--- config.mk ---
export PLATFORM = sky130hd
export DESIGN_NAME = run_ctrl
export DESIGN_NICKNAME = d
export VERILOG_FILES = /design/src/rtl/cpu_pkg.sv /design/src/rtl/run_counter.sv /design/src/rtl/run_ctrl.sv
export SDC_FILE = /design/constraint.sdc
export NUM_CORES = 1
export LEC_CHECK = 0
export BUFFER_PORTS_ARGS = -buffer_cell sky130_fd_sc_hd__clkbuf_2
export CAP_MARGIN = 20
export CORE_ASPECT_RATIO = 1.25
export CORE_MARGIN = 10
export CORE_UTILIZATION = 35
export DETAILED_ROUTE_END_ITERATION = 7
export SYNTH_ARGS = -nofsm -noshare
export SYNTH_HDL_FRONTEND = slang
export SYNTH_SLANG_ARGS = --single-unit
--- constraint.sdc ---
create_clock -name clk -period 1.9 [get_ports clk]
set_input_delay 0.285 -clock clk [delete_from_list [all_inputs] [get_ports clk]]
set_output_delay 0.285 -clock clk [all_outputs]
set_load 0.01 [all_outputs]
--- src/rtl/cpu_pkg.sv ---
// Shared types and defaults for the single-cycle core and its run controller.
// Latency: n/a (declarations only).
// Backpressure: n/a.
package cpu_pkg;

  // Run controller sequencing states.
  typedef enum logic [1:0] {
    IDLE  = 2'd0,
    CLEAR = 2'd1,
    RUN   = 2'd2,
    DONE  = 2'd3
  } run_state_t;

  // PC value at which a program is considered finished.
  localparam int HALT_PC_DEF = 128;

  // Run-cycle limit before a program is declared runaway.
  localparam int WDOG_DEF = 4000;

endpackage

--- src/rtl/run_counter.sv ---
// Up-counter with synchronous clear, count enable and a look-ahead terminal-count flag.
// Latency: count updates on the edge after en_i/clr_i; tc_o is combinational from the count.
// Backpressure: none; en_i stalls the count, clr_i has priority over en_i.
module run_counter #(
  parameter int W     = 16,
  parameter int LIMIT = 4000
) (
  input  logic         clk_i,
  input  logic         rst_ni,
  input  logic         clr_i,
  input  logic         en_i,
  output logic [W-1:0] cnt_o,
  output logic         tc_o
);

  localparam logic [W:0] LIMIT_W = (W+1)'(LIMIT);

  logic [W-1:0] cnt_q, cnt_d;

  // Next count: clear wins, otherwise step by one when enabled.
  always_comb begin
    cnt_d = cnt_q;
    if (clr_i) begin
      cnt_d = '0;
    end else if (en_i) begin
      cnt_d = cnt_q + W'(1);
    end
  end

  // Count register.
  always_ff @(posedge clk_i or negedge rst_ni) begin
    if (!rst_ni) begin
      cnt_q <= '0;
    end else begin
      cnt_q <= cnt_d;
    end
  end

  assign cnt_o = cnt_q;
  // High when the next counting edge lands exactly on LIMIT; the extra bit keeps
  // the compare exact even when LIMIT sits at the top of the count range.
  assign tc_o  = (({1'b0, cnt_q} + (W+1)'(1)) == LIMIT_W);

endmodule

--- src/rtl/run_ctrl.sv ---
// Run controller: start/done handshake, optional data-memory zero-fill, core release/stall, halt and watchdog.
// Latency: start edge -> CLEAR (one write per cycle) or straight to RUN; done rises the edge after halt/limit.
// Backpressure: req is a level 4-phase handshake; dropping req in CLEAR/RUN aborts to IDLE on the next edge.
module run_ctrl
  import cpu_pkg::*;
#(
  parameter int D       = 12,
  parameter int HALT_PC = HALT_PC_DEF,
  parameter int CLR_LO  = 0,
  parameter int CLR_HI  = 255,
  parameter int CW      = 16,
  parameter int WDOG    = WDOG_DEF
) (
  input  logic          clk,
  input  logic          reset,
  input  logic          req,
  input  logic          clr_en,
  input  logic [D-1:0]  prog_ctr,
  output logic          core_rst,
  output logic          core_en,
  output logic          mem_sel,
  output logic          mem_wr_en,
  output logic [7:0]    mem_addr,
  output logic [7:0]    mem_dat,
  output logic          done,
  output logic          timeout,
  output logic [CW-1:0] cycles
);

  localparam logic [D-1:0] HALT_V = D'(HALT_PC);
  localparam logic [7:0]   LO_V   = 8'(CLR_LO);
  localparam logic [7:0]   HI_V   = 8'(CLR_HI);

  run_state_t state_q, state_d;
  logic [7:0] addr_q, addr_d;
  logic       timeout_q, timeout_d;
  logic       core_rst_q, mem_sel_q, done_q, run_q;
  logic       halt_w, count_w, start_w, wdog_tc_w;

  // run_q mirrors state==RUN as a flop so core_en only adds the halt compare.
  assign halt_w  = (prog_ctr == HALT_V);
  assign core_en = run_q & ~halt_w;
  assign count_w = core_en;
  assign start_w = (state_q == IDLE) & req;

  // Executed-cycle counter doubling as the watchdog.
  run_counter #(
    .W     (CW),
    .LIMIT (WDOG)
  ) u_cycles (
    .clk_i  (clk),
    .rst_ni (reset),
    .clr_i  (start_w),
    .en_i   (count_w),
    .cnt_o  (cycles),
    .tc_o   (wdog_tc_w)
  );

  // Next state and timeout flag; abort (req low) outranks halt and watchdog.
  always_comb begin
    state_d   = state_q;
    timeout_d = timeout_q;
    case (state_q)
      IDLE: begin
        if (req) begin
          state_d   = clr_en ? CLEAR : RUN;
          timeout_d = 1'b0;
        end
      end
      CLEAR: begin
        if (!req) begin
          state_d = IDLE;
        end else if (addr_q == HI_V) begin
          state_d = RUN;
        end
      end
      RUN: begin
        if (!req) begin
          state_d = IDLE;
        end else if (halt_w) begin
          state_d = DONE;
        end else if (count_w && wdog_tc_w) begin
          state_d   = DONE;
          timeout_d = 1'b1;
        end
      end
      DONE: begin
        if (!req) begin
          state_d = IDLE;
        end
      end
      default: state_d = IDLE;
    endcase
  end

  // Fill address: loads CLR_LO on entry to CLEAR, steps while in CLEAR, parks at 0
  // otherwise, so it never wraps past CLR_HI.
  always_comb begin
    addr_d = 8'h00;
    if (state_d == CLEAR) begin
      addr_d = (state_q == CLEAR) ? (addr_q + 8'd1) : LO_V;
    end
  end

  // State, fill address and registered Moore outputs.
  always_ff @(posedge clk or negedge reset) begin
    if (!reset) begin
      state_q    <= IDLE;
      addr_q     <= 8'h00;
      timeout_q  <= 1'b0;
      core_rst_q <= 1'b1;
      mem_sel_q  <= 1'b0;
      done_q     <= 1'b0;
      run_q      <= 1'b0;
    end else begin
      state_q    <= state_d;
      addr_q     <= addr_d;
      timeout_q  <= timeout_d;
      core_rst_q <= (state_d == IDLE) || (state_d == CLEAR);
      mem_sel_q  <= (state_d == CLEAR);
      done_q     <= (state_d == DONE);
      run_q      <= (state_d == RUN);
    end
  end

  assign core_rst  = core_rst_q;
  assign mem_sel   = mem_sel_q;
  assign mem_wr_en = mem_sel_q;
  assign mem_addr  = addr_q;
  assign mem_dat   = 8'h00;
  assign done      = done_q;
  assign timeout   = timeout_q;

endmodule

==> run_results.csv <==
group,metric,value,unit
yosys,synth.yosys.seq_area_share,0.4442,
floorplan,placeableCoreArea,0.004800,sq mm
cts,cts_sinks,31,
floorplan,die_width,83.23,um
yosys,ys_seq_elements,31,
critical_path,worstPathBufferInverterCount,2,
route,postRouteWirelength,4475,um
critical_path,cp.required,2.12,ns
grt,number_of_antenna_violations_at_the_first_check_in_global_routing,0,
cts,cts-buffers-inserted,5,
grt,grt_pass1_vias,1631,
timing,clock_skew,0.006116,ns
placement,place_hpwl,3384,um
timing,rsz_0062_raised_after_global_routing,"true",
cts,clk_pin_slew_worst_paths,0.07,ns
yosys,synthesis.area,0.001749,sq mm
placement,port_buffers,45,
critical_path,cpMaxStageDelayCell,"sky130_fd_sc_hd__dfrtp_1",
run_status,run_status,"finished, final reports clean",
timing,fmax,0.5428,GHz
timing,final_setup_violation_count,0,
floorplan,standard_cell_row_count,28,
layout,number_of_nets_at_the_end_of_the_flow,270,
floorplan,chipHeight,99.04,um
route,vias_per_cell,4.981,
cts,clock_latency,0.29,ns
layout,postLayoutCoreUtil,0.4831,
timing,finalHoldViolCount,0,
route,route.detailed.wl_per_inst,14.30,um
worst_hold_path,worst_hold_path_type,"primary input to async pin",
timing,final-max-slew-violation-count,0,
critical_path,path_max_fanout,7,
route,vias,1559,
yosys,synthCells,185,
timing,min_period,1.842,ns
yosys,synth_area_per_cell,9.455,sq um
placement,globalplace.congestion,0.8346,
grt,largest_net_degree_at_the_start_of_global_routing,32,
layout,diodes_inserted,0,
floorplan,dieArea,0.008243,sq mm
critical_path,worstSetupStartpointType,"flop",
layout,fill_cells,478,
cts,tritoncts,"built",
timing,finalHoldWorstSlack,0.004592,ns
cts,cell_at_the_root_of_the_clock_tree,"sky130_fd_sc_hd__clkbuf_8",
route,drt_iter0_markers,52,
yosys,postSynth.topFlopCell,"sky130_fd_sc_hd__dfrtp_1",
yosys,synth-edff-count,0,
layout,post_route_cells_drive_above_1_share,0.3715,
cts,postCtsHoldBufs,0,
layout,most_frequent_standard_cell_in_the_layout_excluding_fill_and_tap_cells,"sky130_fd_sc_hd__clkbuf_2",
power,power_density_normalized_to_cell_area,773.7,mW/mm^2
yosys,synth_cell_types,46,
grt,grt_first_pass_wirelength,7659,um
floorplan,boundaryPins,54,
critical_path,worst_path_dominant_cell_family,"simple AND/OR/NAND/NOR gates",
grt,grt_remaining_overflow,0,
layout,layout_common_cells,"sky130_fd_sc_hd__clkbuf_2 (45), sky130_fd_sc_hd__nor2_1 (29), sky130_fd_sc_hd__dfrtp_1 (27)",
critical_path,timing.critical_path.arrival,2.06,ns
yosys,async_reset_ff_frac,1.000,
timing,min_period_over_period,0.9696,
critical_path,criticalPathCategory,"flop to flop",
critical_path,cp-end-kind,"flop",
layout,area_growth,32.55,%
power,vdd_ir_drop_max,0.3682,mV
route,drt_pass1_iterations,4,
critical_path,critical_path.cell_chain,"ha_2 -> buf_6 -> nand3_4 -> buf_6 -> or3_4 -> or3_4 -> a21oi_2",
route,drc,0,
job,timing.max_cap.violations,0,
grt,global_route.usage.total,0.1103,
floorplan,start_util,0.3644,
cts,cts_max_path_buffers,2,
cts,cts-htree-levels,2,
critical_path,critical_path.max_stage_delay,0.37,ns
yosys,synth-warning-count,0,
route,drt.antenna.violating_nets,0,
power,total_leakage_power,0.001095,uW
[timing repair]
action	in CTS	in global routing
endpoints found under the hold margin	0	0
pin swaps	1	1
endpoints found under the setup margin	4	7
setup buffers	0	1
gates resized for setup	2	11
[kinds of logic (layout without fill, tap and decap cells)]
family | Yosys count | in the layout | share of synthesized area
AND/OR/NAND/NOR | 83 | 83 | 0.2611
flip-flops | 31 | 31 | 0.4442
AO/OA/AOI/OAI | 28 | 28 | 0.1109
XOR/XNOR | 21 | 21 | 0.1051
buffers and inverters | 19 | 80 | 0.06222
adder cells (fa/ha/maj) | 2 | 2 | 0.01430
other | 1 | 8 | 0.002144
[metrics by stage]
step | std cells | area [sq um] | total power [uW] | setup WS [ns] | setup TNS (ns)
2_1_floorplan | 192 | 1785 | 972.8 | 0.02816 | 0
6_report | 313 | 2318 | 1794 | 0.05779 | 0
5_1_grt | 313 | 2318 | 1894 | -0.04223 | -0.1281
3_3_place_gp | 304 | 2162 | 1204 | -0.03727 | -0.09173
3_5_place_dp | 304 | 2162 | 1200 | -0.05945 | -0.2130
4_1_cts | 312 | 2267 | 1799 | 0.01432 | 0
[cells in the mapped netlist (all sizes together) (2+ instances only)]
library cell | number | area [sq um]
dfrtp | 30 | 750.7
nor2 | 29 | 108.9
nand3 | 13 | 65.06
buf | 12 | 82.57
nand2 | 12 | 45.04
xor2 | 11 | 96.34
xnor2 | 10 | 87.58
o21ai | 9 | 45.04
nand4 | 7 | 65.06
a21oi | 6 | 30.03
inv | 6 | 22.52
nor3 | 5 | 30.03
a31oi | 3 | 18.77
nor4 | 3 | 18.77
ha | 2 | 25.02
nor4b | 2 | 17.52
o311ai | 2 | 17.52
o31ai | 2 | 28.78
or3 | 2 | 17.52
or4 | 2 | 18.77
[layout make-up]
type                    count  area (sq um)  share of cell area
flip-flops and latches     31         780.7              0.3368
well taps                  60         75.07             0.03238
repair buffers             66         402.9              0.1738
inverters                   6         22.52            0.009714
multi-input cells         142         937.1              0.4042
clock buffers               8         100.1             0.04317
[metal layers]
layer  track usage  share of wire  up-vias
met1        0.1245           0.42      749
met5             0              0        -
li1              -              -      765
met2        0.1821           0.51       38
met4       0.04331          0.016        0
met3       0.04366          0.061        7
[registers in the layout (all words and copies together), names as in the netlist]
| register | flops |
|---|---|
| core_rst | 1 |
| mem_sel | 1 |
| u_cycles.cnt_o | 16 |
| state_q | 2 |
| timeout | 1 |
| mem_addr | 8 |
| done | 1 |
| run_q | 1 |
[report_power, final]
part           total [uW]  internal [uW]  switching, uW
clock network         583            330            253
registers             740            703           37.4
logic                 470            225            246
total                1790           1260            536
[worst paths after layout]
check	cells after the start	start	slack, ns	end
min	2	reset	0.005	u_cycles.cnt_o[2]
min in group clk	3	req	0.29	done
min reg2reg	1	mem_addr[0]	0.52	mem_addr[0]
max in group asynchronous	2	reset	1.57	core_rst
max reg2reg	7	u_cycles.cnt_o[0]	0.06	u_cycles.cnt_o[12]
max	7	u_cycles.cnt_o[0]	0.06	u_cycles.cnt_o[12]
(Power assumes the default switching activity.)
